<file path="src/rtl/csr_wb_sequencer_pkg.sv">
// Shared types for the writeback CSR sequencer: instruction types, CSR commands,
// sequencer states and the latched request payload.
package csr_wb_sequencer_pkg;

    localparam int XLEN       = 64;
    localparam int CSR_ADDR_W = 12;

    typedef enum logic [4:0] {
        INSTR_NOP,
        ADD,
        SUB,
        AND_OP,
        OR_OP,
        XOR_OP,
        LOAD,
        STORE,
        BRANCH,
        JAL,
        CSRRW,
        CSRRS,
        CSRRC,
        CSRRWI,
        CSRRSI,
        CSRRCI,
        ECALL,
        EBREAK,
        MRET,
        SRET,
        URET,
        FENCE,
        WFI
    } instr_type_t;

    typedef enum logic [2:0] {
        CSR_CMD_NOPE  = 3'd0,
        CSR_CMD_WRITE = 3'd1,
        CSR_CMD_SET   = 3'd2,
        CSR_CMD_CLEAR = 3'd3,
        CSR_CMD_SYS   = 3'd4,
        CSR_CMD_READ  = 3'd5
    } csr_cmd_t;

    typedef enum logic [2:0] {
        IDLE,
        REQ,
        WAIT_RESP,
        DONE,
        DRAIN
    } csr_seq_state_t;

    typedef struct packed {
        csr_cmd_t              cmd;
        logic [CSR_ADDR_W-1:0] addr;
        logic [XLEN-1:0]       wdata;
    } csr_wb_req_t;

    // Illegal-instruction cause reported for faulted or timed-out CSR accesses.
    localparam logic [XLEN-1:0] CSR_XCPT_ILLEGAL = 64'd2;

endpackage

</file>
<file path="src/rtl/csr_wb_sequencer_cmd_decode.sv">
// Combinational decode of the WB instruction into a CSR command and write data.
module csr_cmd_decode
    import csr_wb_sequencer_pkg::*;
#(
    parameter int DATA_WIDTH = 64
) (
    input  logic [$bits(instr_type_t)-1:0] instr_type_i,
    input  logic [4:0]                     rs1_i,
    input  logic [DATA_WIDTH-1:0]          result_i,
    output logic [$bits(csr_cmd_t)-1:0]    cmd_o,
    output logic [DATA_WIDTH-1:0]          wdata_o,
    output logic                           is_csr_o
);

    instr_type_t           itype;
    csr_cmd_t              cmd;
    logic [DATA_WIDTH-1:0] zimm;
    logic                  rs1_zero;

    assign itype    = instr_type_t'(instr_type_i);
    assign zimm     = {{(DATA_WIDTH-5){1'b0}}, rs1_i};
    assign rs1_zero = (rs1_i == 5'd0);

    // Set/clear with rs1==0 has no write side effect, so it degrades to a pure read.
    always_comb begin
        cmd      = CSR_CMD_NOPE;
        wdata_o  = '0;
        is_csr_o = 1'b0;
        case (itype)
            CSRRW:  begin cmd = CSR_CMD_WRITE; wdata_o = result_i; is_csr_o = 1'b1; end
            CSRRWI: begin cmd = CSR_CMD_WRITE; wdata_o = zimm;     is_csr_o = 1'b1; end
            CSRRS:  begin cmd = rs1_zero ? CSR_CMD_READ : CSR_CMD_SET;   wdata_o = result_i; is_csr_o = 1'b1; end
            CSRRSI: begin cmd = rs1_zero ? CSR_CMD_READ : CSR_CMD_SET;   wdata_o = zimm;     is_csr_o = 1'b1; end
            CSRRC:  begin cmd = rs1_zero ? CSR_CMD_READ : CSR_CMD_CLEAR; wdata_o = result_i; is_csr_o = 1'b1; end
            CSRRCI: begin cmd = rs1_zero ? CSR_CMD_READ : CSR_CMD_CLEAR; wdata_o = zimm;     is_csr_o = 1'b1; end
            ECALL, EBREAK, MRET, SRET, URET, FENCE: begin
                cmd      = CSR_CMD_SYS;
                is_csr_o = 1'b1;
            end
            default: ;
        endcase
    end

    assign cmd_o = cmd;

endmodule

</file>
<file path="src/rtl/csr_wb_sequencer.sv">
// Writeback CSR sequencer: issues decoded CSR commands over a valid/ready channel,
// stalls WB until a response (or timeout) and then writes back / retires / traps.
module csr_wb_sequencer
    import csr_wb_sequencer_pkg::*;
#(
    parameter int DATA_WIDTH       = 64,
    parameter int CSR_ADDR_WIDTH   = 12,
    parameter int TIMEOUT_CYCLES   = 16,
    parameter int RETIRE_CNT_WIDTH = 64
) (
    input  logic                           clk_i,
    input  logic                           rstn_i,
    input  logic                           flush_i,
    input  logic                           wb_valid_i,
    input  logic [$bits(instr_type_t)-1:0] wb_instr_type_i,
    input  logic [4:0]                     wb_rs1_i,
    input  logic [DATA_WIDTH-1:0]          wb_result_i,
    input  logic [CSR_ADDR_WIDTH-1:0]      wb_csr_addr_i,
    input  logic                           wb_xcpt_i,
    input  logic [DATA_WIDTH-1:0]          wb_xcpt_cause_i,
    input  logic [DATA_WIDTH-1:0]          wb_pc_i,
    output logic                           csr_req_valid_o,
    input  logic                           csr_req_ready_i,
    output logic [$bits(csr_cmd_t)-1:0]    csr_cmd_o,
    output logic [CSR_ADDR_WIDTH-1:0]      csr_addr_o,
    output logic [DATA_WIDTH-1:0]          csr_wdata_o,
    input  logic                           csr_resp_valid_i,
    input  logic [DATA_WIDTH-1:0]          csr_rdata_i,
    input  logic                           csr_resp_xcpt_i,
    output logic                           stall_wb_o,
    output logic                           rf_we_o,
    output logic [DATA_WIDTH-1:0]          rf_wdata_o,
    output logic                           retire_o,
    output logic                           xcpt_o,
    output logic [DATA_WIDTH-1:0]          xcpt_cause_o,
    output logic                           timeout_o,
    output logic [RETIRE_CNT_WIDTH-1:0]    retire_count_o
);

    localparam int               TMR_W    = $clog2(TIMEOUT_CYCLES);
    localparam logic [TMR_W-1:0] TMR_LAST = TMR_W'(TIMEOUT_CYCLES - 1);

    csr_seq_state_t              state_q;
    csr_wb_req_t                 req_q;
    logic [DATA_WIDTH-1:0]       rdata_q;
    logic                        done_xcpt_q;
    logic [TMR_W-1:0]            timer_q;
    logic                        timeout_q;
    logic [RETIRE_CNT_WIDTH-1:0] retire_cnt_q;

    logic [$bits(csr_cmd_t)-1:0] dec_cmd;
    logic [DATA_WIDTH-1:0]       dec_wdata;
    logic                        dec_is_csr;
    logic                        wb_go;
    logic                        new_csr;
    logic                        tmr_expired;
    logic                        pc_unused;

    csr_cmd_decode #(
        .DATA_WIDTH (DATA_WIDTH)
    ) u_decode (
        .instr_type_i (wb_instr_type_i),
        .rs1_i        (wb_rs1_i),
        .result_i     (wb_result_i),
        .cmd_o        (dec_cmd),
        .wdata_o      (dec_wdata),
        .is_csr_o     (dec_is_csr)
    );

    assign wb_go       = wb_valid_i && !flush_i;
    assign new_csr     = wb_go && !wb_xcpt_i && dec_is_csr;
    assign tmr_expired = (timer_q == TMR_LAST);
    assign pc_unused   = ^wb_pc_i;

    always_ff @(posedge clk_i) begin
        if (!rstn_i) begin
            state_q      <= IDLE;
            req_q        <= '{cmd: CSR_CMD_NOPE, addr: '0, wdata: '0};
            rdata_q      <= '0;
            done_xcpt_q  <= 1'b0;
            timer_q      <= '0;
            timeout_q    <= 1'b0;
            retire_cnt_q <= '0;
        end else begin
            case (state_q)
                IDLE: begin
                    if (new_csr) begin
                        req_q.cmd   <= csr_cmd_t'(dec_cmd);
                        req_q.addr  <= wb_csr_addr_i;
                        req_q.wdata <= dec_wdata;
                        state_q     <= REQ;
                    end
                end
                REQ: begin
                    if (flush_i) begin
                        state_q <= IDLE;
                    end else if (csr_req_ready_i) begin
                        timer_q <= '0;
                        state_q <= WAIT_RESP;
                    end
                end
                WAIT_RESP: begin
                    // A flush that coincides with the response or expiry has nothing left to drain.
                    if (flush_i) begin
                        timer_q <= timer_q + 1'b1;
                        state_q <= (csr_resp_valid_i || tmr_expired) ? IDLE : DRAIN;
                    end else if (csr_resp_valid_i) begin
                        rdata_q     <= csr_rdata_i;
                        done_xcpt_q <= csr_resp_xcpt_i;
                        state_q     <= DONE;
                    end else if (tmr_expired) begin
                        done_xcpt_q <= 1'b1;
                        timeout_q   <= 1'b1;
                        state_q     <= DONE;
                    end else begin
                        timer_q <= timer_q + 1'b1;
                    end
                end
                DRAIN: begin
                    if (csr_resp_valid_i || tmr_expired) state_q <= IDLE;
                    else                                 timer_q <= timer_q + 1'b1;
                end
                DONE:    state_q <= IDLE;
                default: state_q <= IDLE;
            endcase
            if (retire_o) retire_cnt_q <= retire_cnt_q + 1'b1;
        end
    end

    // IDLE/DRAIN outputs follow the WB inputs in the same cycle; everything is masked in reset.
    always_comb begin
        csr_req_valid_o = 1'b0;
        csr_cmd_o       = CSR_CMD_NOPE;
        csr_addr_o      = '0;
        csr_wdata_o     = '0;
        stall_wb_o      = 1'b0;
        rf_we_o         = 1'b0;
        rf_wdata_o      = '0;
        retire_o        = 1'b0;
        xcpt_o          = 1'b0;
        xcpt_cause_o    = '0;
        if (rstn_i) begin
            case (state_q)
                IDLE, DRAIN: begin
                    if (wb_go) begin
                        if (wb_xcpt_i) begin
                            xcpt_o       = 1'b1;
                            xcpt_cause_o = wb_xcpt_cause_i;
                        end else if (dec_is_csr) begin
                            stall_wb_o = 1'b1;
                        end else begin
                            retire_o = 1'b1;
                        end
                    end
                end
                REQ: begin
                    stall_wb_o      = 1'b1;
                    csr_req_valid_o = !flush_i;
                    csr_cmd_o       = req_q.cmd;
                    csr_addr_o      = req_q.addr;
                    csr_wdata_o     = req_q.wdata;
                end
                WAIT_RESP: stall_wb_o = 1'b1;
                DONE: begin
                    if (!flush_i) begin
                        if (done_xcpt_q) begin
                            xcpt_o       = 1'b1;
                            xcpt_cause_o = CSR_XCPT_ILLEGAL;
                        end else begin
                            rf_we_o    = 1'b1;
                            rf_wdata_o = rdata_q;
                            retire_o   = 1'b1;
                        end
                    end
                end
                default: ;
            endcase
        end
    end

    assign timeout_o      = timeout_q;
    assign retire_count_o = retire_cnt_q;

endmodule

</file>
<file path="config.mk">
export PLATFORM = sky130hd
export DESIGN_NAME = csr_wb_sequencer
export DESIGN_NICKNAME = d
export VERILOG_FILES = /design/src/rtl/csr_wb_sequencer_pkg.sv /design/src/rtl/csr_wb_sequencer_cmd_decode.sv /design/src/rtl/csr_wb_sequencer.sv
export SDC_FILE = /design/constraint.sdc
export NUM_CORES = 1
export LEC_CHECK = 0
export BUFFER_PORTS_ARGS = -buffer_cell sky130_fd_sc_hd__buf_2
export CAP_MARGIN = 25
export CORE_AREA = 8 8 216 218
export CTS_CLUSTER_DIAMETER = 40
export CTS_CLUSTER_SIZE = 16
export DETAILED_ROUTE_END_ITERATION = 8
export DIE_AREA = 0 0 224 226
export PLACE_DENSITY = 0.54
export SETUP_SLACK_MARGIN = 0.2
export SLEW_MARGIN = 20
export SYNTH_ARGS = -nofsm -noshare
export SYNTH_HDL_FRONTEND = slang
export SYNTH_HIERARCHICAL = 1
export SYNTH_SLANG_ARGS = --single-unit
export TNS_END_PERCENT = 5
</file>
<file path="constraint.sdc">
create_clock -name clk_i -period 2.35 [get_ports clk_i]
set_input_delay 0.1175 -clock clk_i [delete_from_list [all_inputs] [get_ports clk_i]]
set_output_delay 0.1175 -clock clk_i [all_outputs]
set_load 0.01 [all_outputs]
</file>
## Word-level counts from Yosys, hierarchy flattened

Cells that the tools add are included.

- Register bits: 216
- Input port bits: 286
- Output and inout bits: 277
- Logic and storage cells: 125

- Add/sub/neg operators: 2
- Equal/unequal tests: 26
- Muxes and demuxes: 61
- Bitwise logic cells: 2
- Reduce and logical (&&, ||, !) cells: 25

Operators with widths:

| operator | count |
|---|---|
| $mux 64 | 9 |
| $pmux 64 s2 | 2 |
| $add 64x1->64 const B | 1 |
| $mux 3 | 12 |
| $eq 5x4->1 const B | 6 |
| $eq 5x5->1 const B | 6 |
| $mux 12 | 2 |
| $mux 4 | 6 |
| $pmux 3 s4 | 2 |
| $mux 1 | 22 |
| $pmux 4 s3 | 1 |
| $reduce_or 12->1 | 1 |
| $ne 2x2->1 const B | 5 |
| $reduce_or 2->1 | 5 |
| $ne 3x3->1 const B | 3 |
| $reduce_and 4->1 | 2 |
| $eq 3x2->1 const B | 2 |
| $pmux 1 s2 | 3 |
| $reduce_and 3->1 | 2 |
| $reduce_and 6->1 | 1 |
| $reduce_or 3->1 | 2 |
| $reduce_or 6->1 | 1 |
| $logic_not 5->1 | 1 |
| $add 4x1->4 const B | 1 |
| 13 further kinds | 18 |

## Logic depth before layout (Yosys ltp)

Gate-level depths: netlist (run 1).

- Word-level depth: 8
- Depth in mapped cells: 10

## Modules after synthesis

Netlist (run 1), hierarchy kept.

By module, submodules not included:

| module | times used | cells an instance | area an instance (µm²) | seq. area each (µm²) |
|---|---|---|---|---|
| csr_wb_sequencer | 1 | 1316 | 10003.3 | 4324.1 |
| csr_cmd_decode | 1 | 89 | 579.3 | 0.0 |

## Worst setup path before layout (run 1)

OpenSTA, ideal clock, no wires.

- Path type: register -> register
- From: register state_q[0]
- To: register retire_cnt_q[48], in the netlist retire_count_o[48]
- Library setup time: 70 ps
- Arrival time: 2194 ps
- Data required time: 2280 ps
- Setup slack: 85 ps
- Cell stages (with the launch flop): 9
- Buffers on the path: 3
- Period minus slack after synthesis: 2265 ps
- Cells stage by stage: dfxtp_1 > or4b_4 > buf_6 > o32ai_2 > buf_6 > nand3_2 > buf_6 > or4_1 > a21oi_1

- Cells in the longest elaborated chain, start to end: 4
- Elaborated cells on any way between the ends: 6
- Classes of those cells: eq/ne (2); mux (2); reduce/logical (2)

RTL lines:

| item | RTL line | source |
|---|---|---|
| from (decl) | csr_wb_sequencer.sv:43 | `csr_seq_state_t state_q;` |
| from (signal assigned) | csr_wb_sequencer.sv:106 | `state_q <= (csr_resp_valid_i \|\| tmr_expired) ? IDLE : DRAIN;` |
| $eq 3x3->1 / $logic_not 3->1 (equally long branches) | csr_wb_sequencer.sv:143 | `case (state_q)` |
| $reduce_or 2->1 | csr_wb_sequencer.sv:143 |  |
| $pmux 1 s2 (*) | csr_wb_sequencer.sv:143 |  |
| $mux 1 (*) | csr_wb_sequencer.sv:142 | `if (rstn_i) begin` |
| to (signal assigned) | csr_wb_sequencer.sv:126 | `if (retire_o) retire_cnt_q <= retire_cnt_q + 1'b1;` |
| to (decl) | csr_wb_sequencer.sv:49 | `logic [RETIRE_CNT_WIDTH-1:0] retire_cnt_q;` |

Mark *: on every way between the ends. The rest lies on a longest branch, timed or not.
A chain may end at the register's enable or synchronous reset.

## Worst setup path after layout (run 1)

- From: register state_q[1]
- To: register req_q[67] in the netlist's numbering

- Cells in the longest elaborated chain, start to end: 2

RTL lines:

| item | RTL line | source |
|---|---|---|
| $logic_not 3->1 | csr_wb_sequencer.sv:85 | `case (state_q)` |
| $reduce_and 2->1 (no line) | - |  |
| to (signal assigned) | csr_wb_sequencer.sv:78 | `req_q <= '{cmd: CSR_CMD_NOPE, addr: '0, wdata: '0};` |
| to (decl) | csr_wb_sequencer.sv:44 | `csr_wb_req_t req_q;` |

Every way passes these cells.

==> results_dict.tcl, run 1 <==
set metrics [dict create \
    holdWs_ns 0.06920 \
    fin_cells 2719 \
    hold_end "state_q[0]" \
    synth_cell_types 54 \
    finalCriticalPeriod_ns 2.417 \
    route.vias.total 12760 \
    synthesis.nets 1693 \
    synth_top_cell_by_area "dfxtp_1" \
    setup_viol 38 \
    fin_area_um2 19650 \
    synth.mux.area_fraction 0.004847 \
    synth_top_family_by_area "simple AND/OR/NAND/NOR gates" \
    max_cap_violations 0 \
    async_flop_share 0 \
    relSlewSlack 0.4077 \
    cts_tree "yes" \
    synth_area_um2 10580 \
    final_util 0.4521 \
    irDropWorstVdd_uv 385.6 \
    grt_start_max_net_pins 80 \
    rows 77 \
    dieHeight_um 226 \
    drt-initial-drc-count 766 \
    hpwl_mm 30.09 \
    synth_xor_area_frac 0.02235 \
    hold_path.class "input port to register" \
    cts.sinks 216 \
    maxSlewViolCount 0 \
    clk_pin_slew_ns 0.05 \
    hp-start "wb_valid_i" \
    initial_core_util 0.2436 \
    place_inst 2463 \
    p_leak_nw 8.233 \
    r2r_slack_ns -0.07 \
    insertion_delay_ns 0.53 \
    holdPathStages 4 \
    die-area_um2 50620 \
    outcome "finished with violations" \
    avgSynthCellArea_um2 7.532 \
    synth_fa_ha_area_frac 0.002365 \
    fmax_mhz 413.7 \
    hold_viol 0 \
    viasPerCell 4.694 \
    drive_gt1_frac 0.4525 \
    drc 0 \
    worstSetupStartpointType "register" \
    first_pass_iters 5 \
    power-per-cell-area_nw_per_um2 544.5 \
    synth_compound_area_frac 0.1309 \
    grt_util_all_layers 0.1621 \
    cts-root-buf "clkbuf_16" \
    core_area_um2 43450 \
    ant_nets 0 \
    synth-seq-cells 216 \
    synth_edf_count 0 \
    yosys_warnings 6 \
    period_share 1.029 \
    cp_max_fo 79 \
    seq_area_frac_synth 0.4086 \
    worstPathRequired_ns 2.73 \
    fillerInstances 4059 \
    pre_cts_slack_ns 0.01467 \
    gp_congestion 0.8306 \
    critPathArrivalTime_ns 2.79 \
    clock_path_buffers 3 \
    syn_inst 1405 \
    area_growth_pct 85.63 \
    layout_commonest_cell "buf_2" \
    ff2ff_path_depth 7 \
    grt_pass1_wl_mm 67.02 \
    overflow 0 \
    ioPinCount 563 \
    antenna_found_initial 2 \
    crit_path_end_kind "register" \
    final_cell_mix "356 x buf_2, 258 x nand2_1, 213 x dfxtp_1, 151 x dlygate4sd3_1, 150 x buf_6" \
    power.total_mw 10.70 \
    h-tree-depth 2 \
    synth_ff_type "dfxtp_1" \
    grt_pass1_vias 12370 \
    synth-simple-area-share 0.3864 \
    finClkSkew_ns 0.02030 \
    critical_path_class "register to register" \
    synth_top_area_frac 0.4086 \
    worstMarginPinSlew_ns 0.8885 \
    grt_setup_unrepaired "true" \
    io_buffer_count 498 \
    dpl-instance-area_um2 14120 \
    cts_made_buffers 39 \
    setup_ws_ns -0.06704 \
    tns_ns -1.431 \
    r2r-start "state_q[1]" \
    synthTopCellsByArea "dfxtp_1 41%, and2_1 16%, nand2_1 12%" \
    violations "negative setup slack" \
    fp.dieW_um 224 \
    r2r_end "req_q[67]" \
    drt-total-wl_mm 47.50 \
    nNetsFinal 2384 \
    wl_per_cell_um 17.47 \
]
## final cells by class
cell class,instances,area (µm²),area share
sequential,216,4328,0.2203
timing repair buffer,750,6066,0.3088
clock buffer,52,1127,0.05738
multi-input combinational,1080,7024,0.3576
clock inverter,19,315.3,0.01605
inverter,9,41.29,0.002102
antenna,1,2.502,0.0001274
tap,592,740.7,0.03770
## cells by family (layout without fill, tap and decap cells)
| kind of cell | count (synthesis) | in the layout |
|---|---|---|
| compound gates | 250 | 250 |
| flops | 216 | 216 |
| fa+ha+maj | 2 | 2 |
| other cells | 0 | 1 |
| simple gates | 796 | 796 |
| mux | 5 | 5 |
| xor+xnor | 27 | 27 |
| buf+inv | 109 | 830 |
## report_power, final
part           switching (mW)  leakage (nW)  internal, mW
clock                    1.96         0.692          4.24
sequential            0.00951          1.74          3.68
combinational           0.363          5.80         0.443
total                    2.33          8.23          8.37
## registers in the layout (all words and copies together) (netlist names)
signal          flops
rdata_q            64
timer_q             4
state_q             3
req_q              79
done_xcpt_q         1
timeout_o           1
retire_count_o     64
## cell usage after synthesis, drive strengths merged, types with 2 or more instances
| cell type | instances |
|---|---|
| nand2b | 7 |
| o21a | 2 |
| nand3b | 2 |
| a21oi | 184 |
| nor2b | 2 |
| a21boi | 2 |
| nand3 | 29 |
| nor4 | 17 |
| o21bai | 2 |
| xor2 | 13 |
| o21ai | 23 |
| buf | 16 |
| xnor2 | 14 |
| mux2i | 4 |
| nand2 | 326 |
| nand4 | 28 |
| and3 | 9 |
| or3 | 17 |
| o2111ai | 2 |
| ha | 2 |
| nor4b | 2 |
| nor2 | 43 |
| and2 | 273 |
| nor3 | 14 |
| and4 | 6 |
| a22o | 5 |
| or4 | 16 |
| dfxtp | 216 |
| clkbuf | 84 |
| inv | 9 |
| o31ai | 17 |
| a31oi | 2 |
| o32ai | 2 |
## routing by layer
layer / share of wire / GRT usage / up-vias
met5: 0.00023 / 0 / -
met4: 0.041 / 0.08390 / 2
met3: 0.063 / 0.04090 / 123
met2: 0.50 / 0.2721 / 533
met1: 0.39 / 0.1897 / 6002
li1: - / - / 6102
## timing repair
action / in CTS / in global routing
gates resized for setup: 130 / 434
hold buffers: 151 / 0
pin swaps: 68 / 271
endpoints found under the setup margin: 242 / 320
setup buffers: 7 / 19
endpoints found under the hold margin: 150 / 0
cloned: 2 / 5
## worst max-delay path, stage by stage, from the launching register on
cell     delay, ns
dfxtp_2       0.32
or4b_4        0.55
buf_6         0.14
buf_6         0.11
or3_4         0.41
buf_16        0.22
nand2_4       0.20
a21oi_2       0.06
## worst max path at each step
stage | start | end | slack, ns | cells past startpoint
after CTS | state_q[0] | retire_o | -0.02 | 6
after floorplan | state_q[0] | retire_count_o[48] | 0.11 | 8
after global routing | state_q[1] | retire_count_o[63] | -0.07 | 8
after global placement | wb_instr_type_i[3] | retire_count_o[6] | 0.04 | 9
final | state_q[1] | req_q[67] | -0.07 | 7
after detailed placement | wb_instr_type_i[3] | retire_count_o[60] | 0.01 | 9
No activity file was read; power rests on OpenSTA's default activity.
==> inputs of run 2 (changes only) <==
SKIP_LAST_GASP = 1   (was default)
==> run 2 against run 1 <==
The run still ends with negative setup slack left. Sequential power about the same. Die area unchanged. Flip-flop and latch count unchanged. Setup slack better by 0.045 ns. Via count is 2.1% lower. Clock power about the same.
==> results_dict.tcl, run 2 (synthesis gave the netlist of run 1 again) <==
set metrics [dict create \
    ant_nets 0 \
    power-per-cell-area_nw_per_um2 602.3 \
    area_growth_pct 66.46 \
    relSlewSlack 0.5119 \
    first_pass_iters 5 \
    grt_pass1_vias 12260 \
    grt_setup_unrepaired "true" \
    wl_per_cell_um 16.43 \
    p_leak_nw 7.713 \
    drt-initial-drc-count 823 \
    worstSetupStartpointType "register" \
    max_cap_violations 0 \
    irDropWorstVdd_uv 381.1 \
    drt-total-wl_mm 44.60 \
    rows 77 \
    worstMarginPinSlew_ns 0.7321 \
    period_share 1.009 \
    setup_ws_ns -0.02163 \
    gp_congestion 0.8306 \
    cts-root-buf "clkbuf_16" \
    core_area_um2 43450 \
    pre_cts_slack_ns 0.01467 \
    viasPerCell 4.601 \
    nNetsFinal 2380 \
    cts.sinks 216 \
    grt_util_all_layers 0.1604 \
    die-area_um2 50620 \
    tns_ns -0.04764 \
    power.total_mw 10.61 \
    finClkSkew_ns 0.02121 \
    drive_gt1_frac 0.3280 \
    layout_commonest_cell "buf_2" \
    h-tree-depth 2 \
    hold_path.class "input port to register" \
    cp_max_fo 7 \
    critPathArrivalTime_ns 2.84 \
    fillerInstances 4413 \
    initial_core_util 0.2436 \
    hpwl_mm 30.09 \
    overflow 0 \
    critical_path_class "register to register" \
    dieHeight_um 226 \
    grt_pass1_wl_mm 66.30 \
    fmax_mhz 421.7 \
    ioPinCount 563 \
    finalCriticalPeriod_ns 2.372 \
    route.vias.total 12490 \
    violations "negative setup slack" \
    final_cell_mix "499 x buf_2, 324 x nand2_1, 271 x and2_1, 215 x dfxtp_1, 181 x a21oi_1" \
    worstPathRequired_ns 2.81 \
    setup_viol 3 \
    cts_tree "yes" \
    io_buffer_count 498 \
    largest_reg_flops 79 \
    grt_start_max_net_pins 80 \
    fp.dieW_um 224 \
    cts_made_buffers 39 \
    clock_path_buffers 3 \
    clk_pin_slew_ns 0.05 \
    crit_path_end_kind "register" \
    maxSlewViolCount 0 \
    drc 0 \
    hold_viol 0 \
    regMostFlops "req_q" \
    outcome "finished with violations" \
    antenna_found_initial 2 \
    insertion_delay_ns 0.53 \
]
## run 2: path summary, 6_finish.rpt
path          startpoint                  to  slack, ns  depth (start not counted)
max           state_q[1]  retire_count_o[63]      -0.02                          8
min          wb_rs1_i[2]           req_q[76]       0.05                          6
max reg2reg   state_q[1]  retire_count_o[63]      -0.02                          8
min reg2reg  rdata_q[48]         rdata_q[48]       0.45                          2
## run 2: worst max-delay path, cell delays in order (launching register included)
cell and delay, ns:
dfxtp_2 0.32, or4b_4 0.55, buf_6 0.14, o32ai_4 0.24
buf_12 0.16, nand4_1 0.13, buf_6 0.17, or4_4 0.47
a21oi_2 0.14
## run 2: area by class of cell
type,count,area [µm²],share of cell area
Antenna cell,1,2.502,0.0001421
Clock buffer,52,1127,0.06400
Clock inverter,19,315.3,0.01790
Inverter,9,38.79,0.002202
Multi-Input combinational cell,1080,5967,0.3387
Sequential cell,216,4325,0.2455
Tap cell,592,740.7,0.04205
Timing Repair Buffer,746,5099,0.2894
## run 2: routing by layer
| metal | wire [µm] | global-route usage | up-vias |
|---|---|---|---|
| met5 | 11 | 0 | - |
| met4 | 1669 | 0.07880 | 2 |
| met3 | 2881 | 0.04103 | 106 |
| met2 | 21900 | 0.2694 | 473 |
| met1 | 18130 | 0.1888 | 5828 |
| li1 | - | - | 6083 |
## run 2: repair_timing
item / CTS / global route
pin swaps: 4 / 9
setup endpoints to repair: 242 / 340
gates cloned: 2 / 6
hold buffers: 151 / 0
setup buffers: 7 / 14
resized for setup: 15 / 23
hold endpoints to repair: 150 / 0
## run 2: where the power goes
part / internal [mW] / switching [mW]
clock: 4.24 / 1.94
sequential: 3.68 / 0.00578
combinational: 0.422 / 0.323
## run 2: per-stage QoR
stage                     cells  hold slack, ns  cell area (µm²)    util
after floorplan            1405          0.2535            10600       -
after global placement     2462          0.3584            14090  0.3243
after detailed placement   2463          0.3643            14120  0.3249
after CTS                  2694         0.01593            17270  0.3974
after global routing       2715         0.07240            17620  0.4054
final                      2715         0.05068            17620  0.4054
